### config.mk
export PLATFORM = sky130hd
export DESIGN_NAME = rv32i_multicycle_core
export DESIGN_NICKNAME = d
export VERILOG_FILES = /design/src/rtl/rv32i_multicycle_core.sv
export SDC_FILE = /design/constraint.sdc
export NUM_CORES = 2
export LEC_CHECK = 0
export ABC_CLOCK_PERIOD_IN_PS = 12200
export CORE_ASPECT_RATIO = 1.5
export CORE_MARGIN = 2
export CORE_UTILIZATION = 59
export CTS_CLUSTER_SIZE = 12
export DETAILED_ROUTE_END_ITERATION = 8
export PLACE_DENSITY_LB_ADDON = 0.1
export SYNTH_ARGS = -nofsm -noshare
export SYNTH_HDL_FRONTEND = slang
export SYNTH_SLANG_ARGS = --single-unit
### constraint.sdc
create_clock -name clk -period 12.2 [get_ports clk]
set_input_delay 2.44 -clock clk [delete_from_list [all_inputs] [get_ports clk]]
set_output_delay 2.44 -clock clk [all_outputs]
set_load 0.05 [all_outputs]
### src/rtl/rv32i_multicycle_core.sv
// Multi-cycle RV32I core: FETCH/DECODE/EXEC/MEM/WB over one shared ready/valid memory port.
// Illegal encodings, misaligned targets/addresses and ECALL/EBREAK park the core in HALT.
module rv32i_multicycle_core #(
    parameter logic [31:0] RESET_PC = 32'h0000_0000,
    parameter int          NUM_REGS = 32
) (
    input  logic        clk,
    input  logic        reset,
    output logic        mem_req,
    output logic        mem_we,
    output logic [31:0] mem_addr,
    output logic [31:0] mem_wdata,
    input  logic        mem_ready,
    input  logic [31:0] mem_rdata,
    output logic        halted,
    output logic [1:0]  trap_cause,
    output logic [31:0] pc_out,
    output logic [31:0] retired
);
    localparam int AW = $clog2(NUM_REGS);
    localparam logic [6:0] OP_LUI = 7'b0110111, OP_AUIPC = 7'b0010111, OP_JAL = 7'b1101111,
                           OP_JALR = 7'b1100111, OP_BR = 7'b1100011, OP_LD = 7'b0000011,
                           OP_ST = 7'b0100011, OP_IMM = 7'b0010011, OP_REG = 7'b0110011,
                           OP_FENCE = 7'b0001111, OP_SYS = 7'b1110011;

    typedef enum logic [2:0] {FETCH, DECODE, EXEC, MEM, WB, HALT} state_t;

    state_t      state_q, state_d;
    logic [31:0] pc_q, pc_d, instr_q, instr_d, a_q, a_d, b_q, b_d, imm_q, imm_d;
    logic [31:0] res_q, res_d, npc_q, npc_d, retired_q, retired_d;
    logic [31:0] mem_addr_q, mem_addr_d, mem_wdata_q, mem_wdata_d;
    logic        mem_req_q, mem_req_d, mem_we_q, mem_we_d, halted_q, halted_d;
    logic [1:0]  cause_q, cause_d;
    logic [31:0] regs_q [NUM_REGS];
    logic [31:0] regs_d [NUM_REGS];

    logic [6:0]  opc, f7;
    logic [2:0]  f3;
    logic [4:0]  rd, rs1, rs2;
    assign opc = instr_q[6:0];
    assign rd  = instr_q[11:7];
    assign f3  = instr_q[14:12];
    assign rs1 = instr_q[19:15];
    assign rs2 = instr_q[24:20];
    assign f7  = instr_q[31:25];

    function automatic logic bad_reg(input logic [4:0] r);
        return {27'b0, r} >= 32'(NUM_REGS);
    endfunction

    logic illegal, is_sys, use_rd, use_rs1, use_rs2;
    logic [31:0] imm;
    always_comb begin
        illegal = 1'b0;
        is_sys  = 1'b0;
        use_rd  = 1'b0;
        use_rs1 = 1'b0;
        use_rs2 = 1'b0;
        case (opc)
            OP_LUI, OP_AUIPC, OP_JAL: use_rd = 1'b1;
            OP_JALR: begin use_rd = 1'b1; use_rs1 = 1'b1; illegal = (f3 != 3'd0); end
            OP_BR:   begin use_rs1 = 1'b1; use_rs2 = 1'b1; illegal = (f3 == 3'd2) || (f3 == 3'd3); end
            OP_LD:   begin use_rd = 1'b1; use_rs1 = 1'b1; illegal = (f3 != 3'd2); end
            OP_ST:   begin use_rs1 = 1'b1; use_rs2 = 1'b1; illegal = (f3 != 3'd2); end
            OP_IMM: begin
                use_rd  = 1'b1;
                use_rs1 = 1'b1;
                illegal = ((f3 == 3'd1) && (f7 != 7'h00)) ||
                          ((f3 == 3'd5) && (f7 != 7'h00) && (f7 != 7'h20));
            end
            OP_REG: begin
                use_rd  = 1'b1;
                use_rs1 = 1'b1;
                use_rs2 = 1'b1;
                illegal = !((f7 == 7'h00) || ((f7 == 7'h20) && ((f3 == 3'd0) || (f3 == 3'd5))));
            end
            OP_FENCE: illegal = (f3 != 3'd0);
            OP_SYS: begin
                is_sys  = (instr_q == 32'h0000_0073) || (instr_q == 32'h0010_0073);
                illegal = !is_sys;
            end
            default: illegal = 1'b1;
        endcase
        if ((use_rd && bad_reg(rd)) || (use_rs1 && bad_reg(rs1)) || (use_rs2 && bad_reg(rs2)))
            illegal = 1'b1;
        case (opc)
            OP_ST:           imm = {{20{instr_q[31]}}, instr_q[31:25], instr_q[11:7]};
            OP_BR:           imm = {{19{instr_q[31]}}, instr_q[31], instr_q[7], instr_q[30:25], instr_q[11:8], 1'b0};
            OP_LUI, OP_AUIPC: imm = {instr_q[31:12], 12'b0};
            OP_JAL:          imm = {{11{instr_q[31]}}, instr_q[31], instr_q[19:12], instr_q[20], instr_q[30:21], 1'b0};
            default:         imm = {{20{instr_q[31]}}, instr_q[31:20]};
        endcase
    end

    // Execute datapath works on operands latched in DECODE.
    logic [31:0] op_b, alu, pc_plus4, br_tgt, jalr_tgt, ea, tgt;
    logic        taken, is_jump, is_ldst, misalign, wr_rd;
    always_comb begin
        op_b     = (opc == OP_REG) ? b_q : imm_q;
        pc_plus4 = pc_q + 32'd4;
        br_tgt   = pc_q + imm_q;
        ea       = a_q + imm_q;
        jalr_tgt = ea & ~32'd1;
        case (f3)
            3'd0:    alu = ((opc == OP_REG) && f7[5]) ? a_q - op_b : a_q + op_b;
            3'd1:    alu = a_q << op_b[4:0];
            3'd2:    alu = {31'b0, $signed(a_q) < $signed(op_b)};
            3'd3:    alu = {31'b0, a_q < op_b};
            3'd4:    alu = a_q ^ op_b;
            3'd5:    alu = f7[5] ? 32'($signed(a_q) >>> op_b[4:0]) : a_q >> op_b[4:0];
            3'd6:    alu = a_q | op_b;
            default: alu = a_q & op_b;
        endcase
        case (f3)
            3'd0:    taken = (a_q == b_q);
            3'd1:    taken = (a_q != b_q);
            3'd4:    taken = $signed(a_q) < $signed(b_q);
            3'd5:    taken = !($signed(a_q) < $signed(b_q));
            3'd6:    taken = a_q < b_q;
            3'd7:    taken = !(a_q < b_q);
            default: taken = 1'b0;
        endcase
        tgt      = (opc == OP_JALR) ? jalr_tgt : br_tgt;
        is_jump  = (opc == OP_JAL) || (opc == OP_JALR) || ((opc == OP_BR) && taken);
        is_ldst  = (opc == OP_LD) || (opc == OP_ST);
        misalign = (is_jump && (tgt[1:0] != 2'b00)) || (is_ldst && (ea[1:0] != 2'b00));
        wr_rd    = (opc == OP_LUI) || (opc == OP_AUIPC) || (opc == OP_JAL) || (opc == OP_JALR) ||
                   (opc == OP_IMM) || (opc == OP_REG) || (opc == OP_LD);
    end

    always_comb begin
        state_d = state_q;     pc_d = pc_q;               instr_d = instr_q;
        a_d = a_q;             b_d = b_q;                 imm_d = imm_q;
        res_d = res_q;         npc_d = npc_q;             retired_d = retired_q;
        mem_req_d = mem_req_q; mem_we_d = mem_we_q;       mem_addr_d = mem_addr_q;
        mem_wdata_d = mem_wdata_q; halted_d = halted_q;   cause_d = cause_q;
        regs_d = regs_q;
        case (state_q)
            FETCH: begin
                // The first cycle after reset only raises the request.
                if (mem_req_q && mem_ready) begin
                    instr_d   = mem_rdata;
                    mem_req_d = 1'b0;
                    state_d   = DECODE;
                end else begin
                    mem_req_d  = 1'b1;
                    mem_we_d   = 1'b0;
                    mem_addr_d = pc_q;
                end
            end
            DECODE: begin
                a_d   = regs_q[rs1[AW-1:0]];
                b_d   = regs_q[rs2[AW-1:0]];
                imm_d = imm;
                if (illegal) begin
                    state_d = HALT; halted_d = 1'b1; cause_d = 2'd1;
                end else if (is_sys) begin
                    state_d = HALT; halted_d = 1'b1; cause_d = 2'd0;
                end else begin
                    state_d = EXEC;
                end
            end
            EXEC: begin
                if (misalign) begin
                    state_d = HALT; halted_d = 1'b1; cause_d = 2'd2;
                end else begin
                    npc_d   = pc_plus4;
                    res_d   = alu;
                    state_d = WB;
                    case (opc)
                        OP_LUI:   res_d = imm_q;
                        OP_AUIPC: res_d = br_tgt;
                        OP_JAL, OP_JALR: begin res_d = pc_plus4; npc_d = tgt; end
                        OP_BR:    if (taken) npc_d = br_tgt;
                        OP_LD, OP_ST: begin
                            mem_req_d  = 1'b1;
                            mem_we_d   = (opc == OP_ST);
                            mem_addr_d = ea;
                            if (opc == OP_ST) mem_wdata_d = b_q;
                            state_d    = MEM;
                        end
                        default: ;
                    endcase
                end
            end
            MEM: begin
                if (mem_req_q && mem_ready) begin
                    mem_req_d = 1'b0;
                    mem_we_d  = 1'b0;
                    if (opc == OP_LD) res_d = mem_rdata;
                    state_d   = WB;
                end
            end
            WB: begin
                if (wr_rd && (rd != 5'd0)) regs_d[rd[AW-1:0]] = res_q;
                pc_d       = npc_q;
                retired_d  = retired_q + 32'd1;
                mem_req_d  = 1'b1;
                mem_we_d   = 1'b0;
                mem_addr_d = npc_q;
                state_d    = FETCH;
            end
            HALT: begin
                halted_d  = 1'b1;
                mem_req_d = 1'b0;
                mem_we_d  = 1'b0;
            end
            default: state_d = FETCH;
        endcase
    end

    always_ff @(posedge clk) begin
        if (reset) begin
            state_q <= FETCH;  pc_q <= RESET_PC;  instr_q <= '0;
            a_q <= '0;  b_q <= '0;  imm_q <= '0;  res_q <= '0;  npc_q <= '0;
            retired_q <= '0;  mem_req_q <= 1'b0;  mem_we_q <= 1'b0;
            mem_addr_q <= '0;  mem_wdata_q <= '0;  halted_q <= 1'b0;  cause_q <= '0;
            for (int i = 0; i < NUM_REGS; i++) regs_q[i] <= '0;
        end else begin
            state_q <= state_d;  pc_q <= pc_d;  instr_q <= instr_d;
            a_q <= a_d;  b_q <= b_d;  imm_q <= imm_d;  res_q <= res_d;  npc_q <= npc_d;
            retired_q <= retired_d;  mem_req_q <= mem_req_d;  mem_we_q <= mem_we_d;
            mem_addr_q <= mem_addr_d;  mem_wdata_q <= mem_wdata_d;
            halted_q <= halted_d;  cause_q <= cause_d;
            regs_q <= regs_d;
        end
    end

    assign mem_req    = mem_req_q;
    assign mem_we     = mem_we_q;
    assign mem_addr   = mem_addr_q;
    assign mem_wdata  = mem_wdata_q;
    assign halted     = halted_q;
    assign trap_cause = cause_q;
    assign pc_out     = pc_q;
    assign retired    = retired_q;
endmodule
==> metrics list <==
- End of the worst register-to-register path: res_q[22]
- Drt total wl: 376,000 um
- The die is 304 um wide.
- Final Core Density: 0.644
* Number of global-route vias before repair: 75.8k
- Grt total ovfl: 0
- Footprint of the multi-input gates: 0.0489 mm2
- Counting every sink on the clock net gives 1,352.
- Post-Synthesis Net Count: 9,584
- Worst Hold Path Cells: 2
- Classification of the worst-slack hold path: reg -> reg
- In this run, synthesis inferred 0 flip-flops with an integrated enable.
* Non-filler cells in the finished layout: 10.9k
* Largest net degree at the start of global routing: 168
- Measured along the y axis, the die boundary spans 454 um.
- Failing checks: max-capacitance violations, max-slew violations
- Total half-perimeter wirelength after legalization and detailed placement: 242,000 um
- Clock transition time at the flip-flop clock pins of the worst setup and hold paths: 60 ps
- The number of antenna violations at the first check in global routing was 28.
* Worst Setup Path Type: reg -> reg
- Worst-case headroom to the max-slew limit: -0.0442
- The run finished, with violations left.
- The synthesized netlist occupies a cell area of 0.0795 mm2.
* Total power density per cell area: 122 mW/mm2
* Setup-violating endpoint count in the final report: 0
- The core region is 0.134 mm2.
- Number of distinct library cell variants in the gate-level netlist after synthesis: 117
* # hold bufs at CTS: 0
- Number of cell rows: 165
* Post-Place Cells: 10.6k
* End point of the most critical hold path: mem_addr[9]
* All-layer global routing usage: 0.538
- Setup WS post-layout: 5790 ps
- Once detail routing completed, the nets flagged for antenna violations numbered 0.
- Origin of the worst min-delay path: mem_addr[9]
- Setup total negative slack on the finished layout was measured at 0 ps.
- The floorplan step defined a die boundary enclosing 0.138 mm2.
- During placement, the flow inserted port buffers numbering 167.
- Setup repair after global routing left no endpoint under its margin.
* Required time of the critical path: 12,880 ps
* Number of detailed-route iterations in the first pass: 8
- For the final database, setup skew stands at 35.8 ps.
- Layout overhead on the synthesized area: 8.87%
- Routed wirelength normalized by instance count: 34.6 um
- In this run the critical register-to-register path is launched from instr_q[3].
- VDD sags by at most 152 uV.
* Combined flip-flop and latch cell area: 0.0271 mm2
- For this run, the top clock speed supported by timing is 0.156 GHz.
* Starting density of the core: 0.592
- The analysis attributes to cell leakage a power of 28.6 nW.
* Gates resized, CTS repair: 0
- Largest fanout of any net on the critical path: 54
- Vias after detailed routing: 80.0k
- Register area share after synthesis: 0.340
* Worst slack at placement: 6030 ps
- The max-slew violation count is 9.
- Critical Path Sink Type: flop
- After synthesis the netlist holds a flip-flop and latch count of 1,352.
- Post-synthesis average cell area: 8.51 um2
- Final critical-path share of the clock period: 0.526
- In this run the deepest clock path goes through 3 buffers.
* Net count reported at finish: 9,273
* Final Power: 10.6 mW
* Count of endpoints failing hold in the final timing report: 0
* Setup slack of the most critical reg-to-reg path: 5790 ps
* Maximum Capacitance Violations: 2
- Clock tree from TritonCTS: yes
* Main synth FF type: sky130_fd_sc_hd__dfxtp_1
- Layout cell share with drive strength beyond 1: 0.138
- Async S/R FF share, synth: 0
- Once the clock tree was built, the setup fixing pass inserted 0 buffers.
- For the pin with the worst max-slew slack, the measured transition is 1560 ps.
- The cell sitting at the root of the clock tree is a sky130_fd_sc_hd__clkbuf_16.
* Ports placed on the boundary: 168
* Final RePlAce weighted congestion: 1.18
- At the later pin of the worst-skew pair, clock insertion delay measures 840 ps.
- Wire length of the first global-routing pass: 533,000 um
- Clock tree synthesis inserted a total of 140 buffers.
* Time the final worst path needs with I/O delays and setup: 6410 ps
- Yosys printed 0 warnings.
- Vias per cell: 7.35
* DRC viols: 0
* Count of routing violations after the opening detailed-route iteration: 13.5k
- Counting cells, the worst reg-to-reg path comes to 16.
- STA puts the critical path data arrival time at 7090 ps.
- Number of filler cells placed in the layout: 11.2k
- The cell count after synthesis came out at 9,351.
- The worst setup path is launched from a flop.
- In this run the number of H-tree levels came out at 4.
-- flip-flops by register name, indices dropped and copies added, names as in the netlist --
signal      count
mem_addr       32
npc_q          32
a_q            32
pc_out         32
res_q          32
regs_q       1024
imm_q          32
mem_wdata      32
mem_req         1
halted          1
instr_q        32
mem_we          1
trap_cause      2
b_q            32
state_q         3
retired        32
-- report_power, final --
group	internal, mW	switching, mW
sequential	4.46	0.140
combinational	0.523	1.24
clock	2.27	1.93
total	7.24	3.32
-- worst max-delay path by stage --
stage	from	to
2_1_floorplan	instr_q[3]	res_q[30]
3_3_place_gp	instr_q[3]	res_q[22]
3_5_place_dp	instr_q[3]	res_q[22]
4_1_cts	instr_q[3]	res_q[22]
5_1_grt	instr_q[3]	res_q[22]
6_report	instr_q[3]	res_q[22]
-- metal layers --
metal  track usage  up-vias  share of wire
met5        0.0108        -        0.00075
met4         0.563       16           0.13
met3         0.214     2488           0.14
li1              -    32800              -
met1         0.571    37900           0.31
met2         0.791     6840           0.43
-- cell usage after synthesis (22+ instances only) --
master / n / area [um2]
sky130_fd_sc_hd__nand2_1: 2422 / 9090
sky130_fd_sc_hd__nand2b_1: 53 / 332
sky130_fd_sc_hd__ha_1: 195 / 2440
sky130_fd_sc_hd__nand3_1: 120 / 601
sky130_fd_sc_hd__nor3_1: 110 / 551
sky130_fd_sc_hd__xnor2_1: 75 / 657
sky130_fd_sc_hd__or2_2: 22 / 138
sky130_fd_sc_hd__a221oi_1: 51 / 447
sky130_fd_sc_hd__o221ai_1: 22 / 193
sky130_fd_sc_hd__o21a_1: 23 / 173
sky130_fd_sc_hd__inv_1: 168 / 631
sky130_fd_sc_hd__xor2_1: 59 / 517
sky130_fd_sc_hd__dfxtp_1: 1352 / 27100
sky130_fd_sc_hd__buf_2: 31 / 155
sky130_fd_sc_hd__clkbuf_1: 684 / 2570
sky130_fd_sc_hd__a22o_1: 23 / 201
sky130_fd_sc_hd__nor2_1: 454 / 1700
sky130_fd_sc_hd__nor4_1: 23 / 144
sky130_fd_sc_hd__nand4_1: 34 / 213
sky130_fd_sc_hd__o211ai_1: 57 / 428
sky130_fd_sc_hd__o31ai_1: 22 / 165
sky130_fd_sc_hd__buf_1: 103 / 387
sky130_fd_sc_hd__or3_1: 31 / 194
sky130_fd_sc_hd__mux2i_1: 129 / 1290
sky130_fd_sc_hd__o22ai_1: 36 / 225
sky130_fd_sc_hd__a21oi_1: 1394 / 6980
sky130_fd_sc_hd__o21ai_0: 247 / 1240
sky130_fd_sc_hd__a211oi_1: 150 / 1130
sky130_fd_sc_hd__a31oi_1: 46 / 288
sky130_fd_sc_hd__mux4_2: 643 / 14500
sky130_fd_sc_hd__and3_1: 40 / 250
sky130_fd_sc_hd__a21o_1: 79 / 593
sky130_fd_sc_hd__nor2b_1: 53 / 332
-- layout by cell type (no fill, tap or decap), types with 166 or more instances in the layout --
cell,n
sky130_fd_sc_hd__a21oi_1,1391
sky130_fd_sc_hd__buf_4,210
sky130_fd_sc_hd__clkdlybuf4s50_1,166
sky130_fd_sc_hd__dfxtp_1,1336
sky130_fd_sc_hd__ha_1,195
sky130_fd_sc_hd__inv_1,168
sky130_fd_sc_hd__mux4_2,643
sky130_fd_sc_hd__nand2_1,2394
sky130_fd_sc_hd__nor2_1,421
sky130_fd_sc_hd__o21ai_0,245
-- stage by stage --
stage | hold WS [ps] | instance area (um2)
after floorplan | 443 | 79500
after global placement | 442 | 82200
after detailed placement | 446 | 82200
after CTS | 453 | 86400
after global routing | 479 | 86500
final | 452 | 86600
-- final cells by class --
class | count | share of cell area
Antenna cell | 27 | 0.000780
Clock buffer | 179 | 0.0434
Clock inverter | 30 | 0.00519
Inverter | 174 | 0.00760
Multi-Input combinational cell | 6982 | 0.565
Sequential cell | 1352 | 0.313
Tap cell | 1753 | 0.0253
Timing Repair Buffer | 390 | 0.0401
-- worst max-delay path, stage by stage, from the launching register on --
cell	delay [ps]
sky130_fd_sc_hd__dfxtp_1	400
sky130_fd_sc_hd__and4bb_1	860
sky130_fd_sc_hd__nand3_4	510
sky130_fd_sc_hd__nand2_4	670
sky130_fd_sc_hd__inv_2	420
sky130_fd_sc_hd__a21o_1	270
sky130_fd_sc_hd__ha_1	180
sky130_fd_sc_hd__nor2b_1	130
sky130_fd_sc_hd__o21a_1	210
sky130_fd_sc_hd__nor4_1	570
sky130_fd_sc_hd__a211oi_1	260
sky130_fd_sc_hd__or4_1	700
sky130_fd_sc_hd__a31oi_2	290
sky130_fd_sc_hd__xnor2_1	150
sky130_fd_sc_hd__o22ai_1	110
sky130_fd_sc_hd__a211oi_1	370
sky130_fd_sc_hd__o41ai_2	110
-- kinds of logic (layout without fill, tap and decap cells) --
family	Yosys count	after routing	share of synthesized area
buffers and inverters	1017	773	0.0504
AO/OA/AOI/OAI	2417	2417	0.183
adder cells (fa/ha/maj)	198	198	0.0314
multiplexers	786	786	0.200
flip-flops	1352	1352	0.340
other	0	27	0
AND/OR/NAND/NOR	3447	3447	0.180
XOR/XNOR	134	134	0.0148
Power figures use the tool's default switching activity.
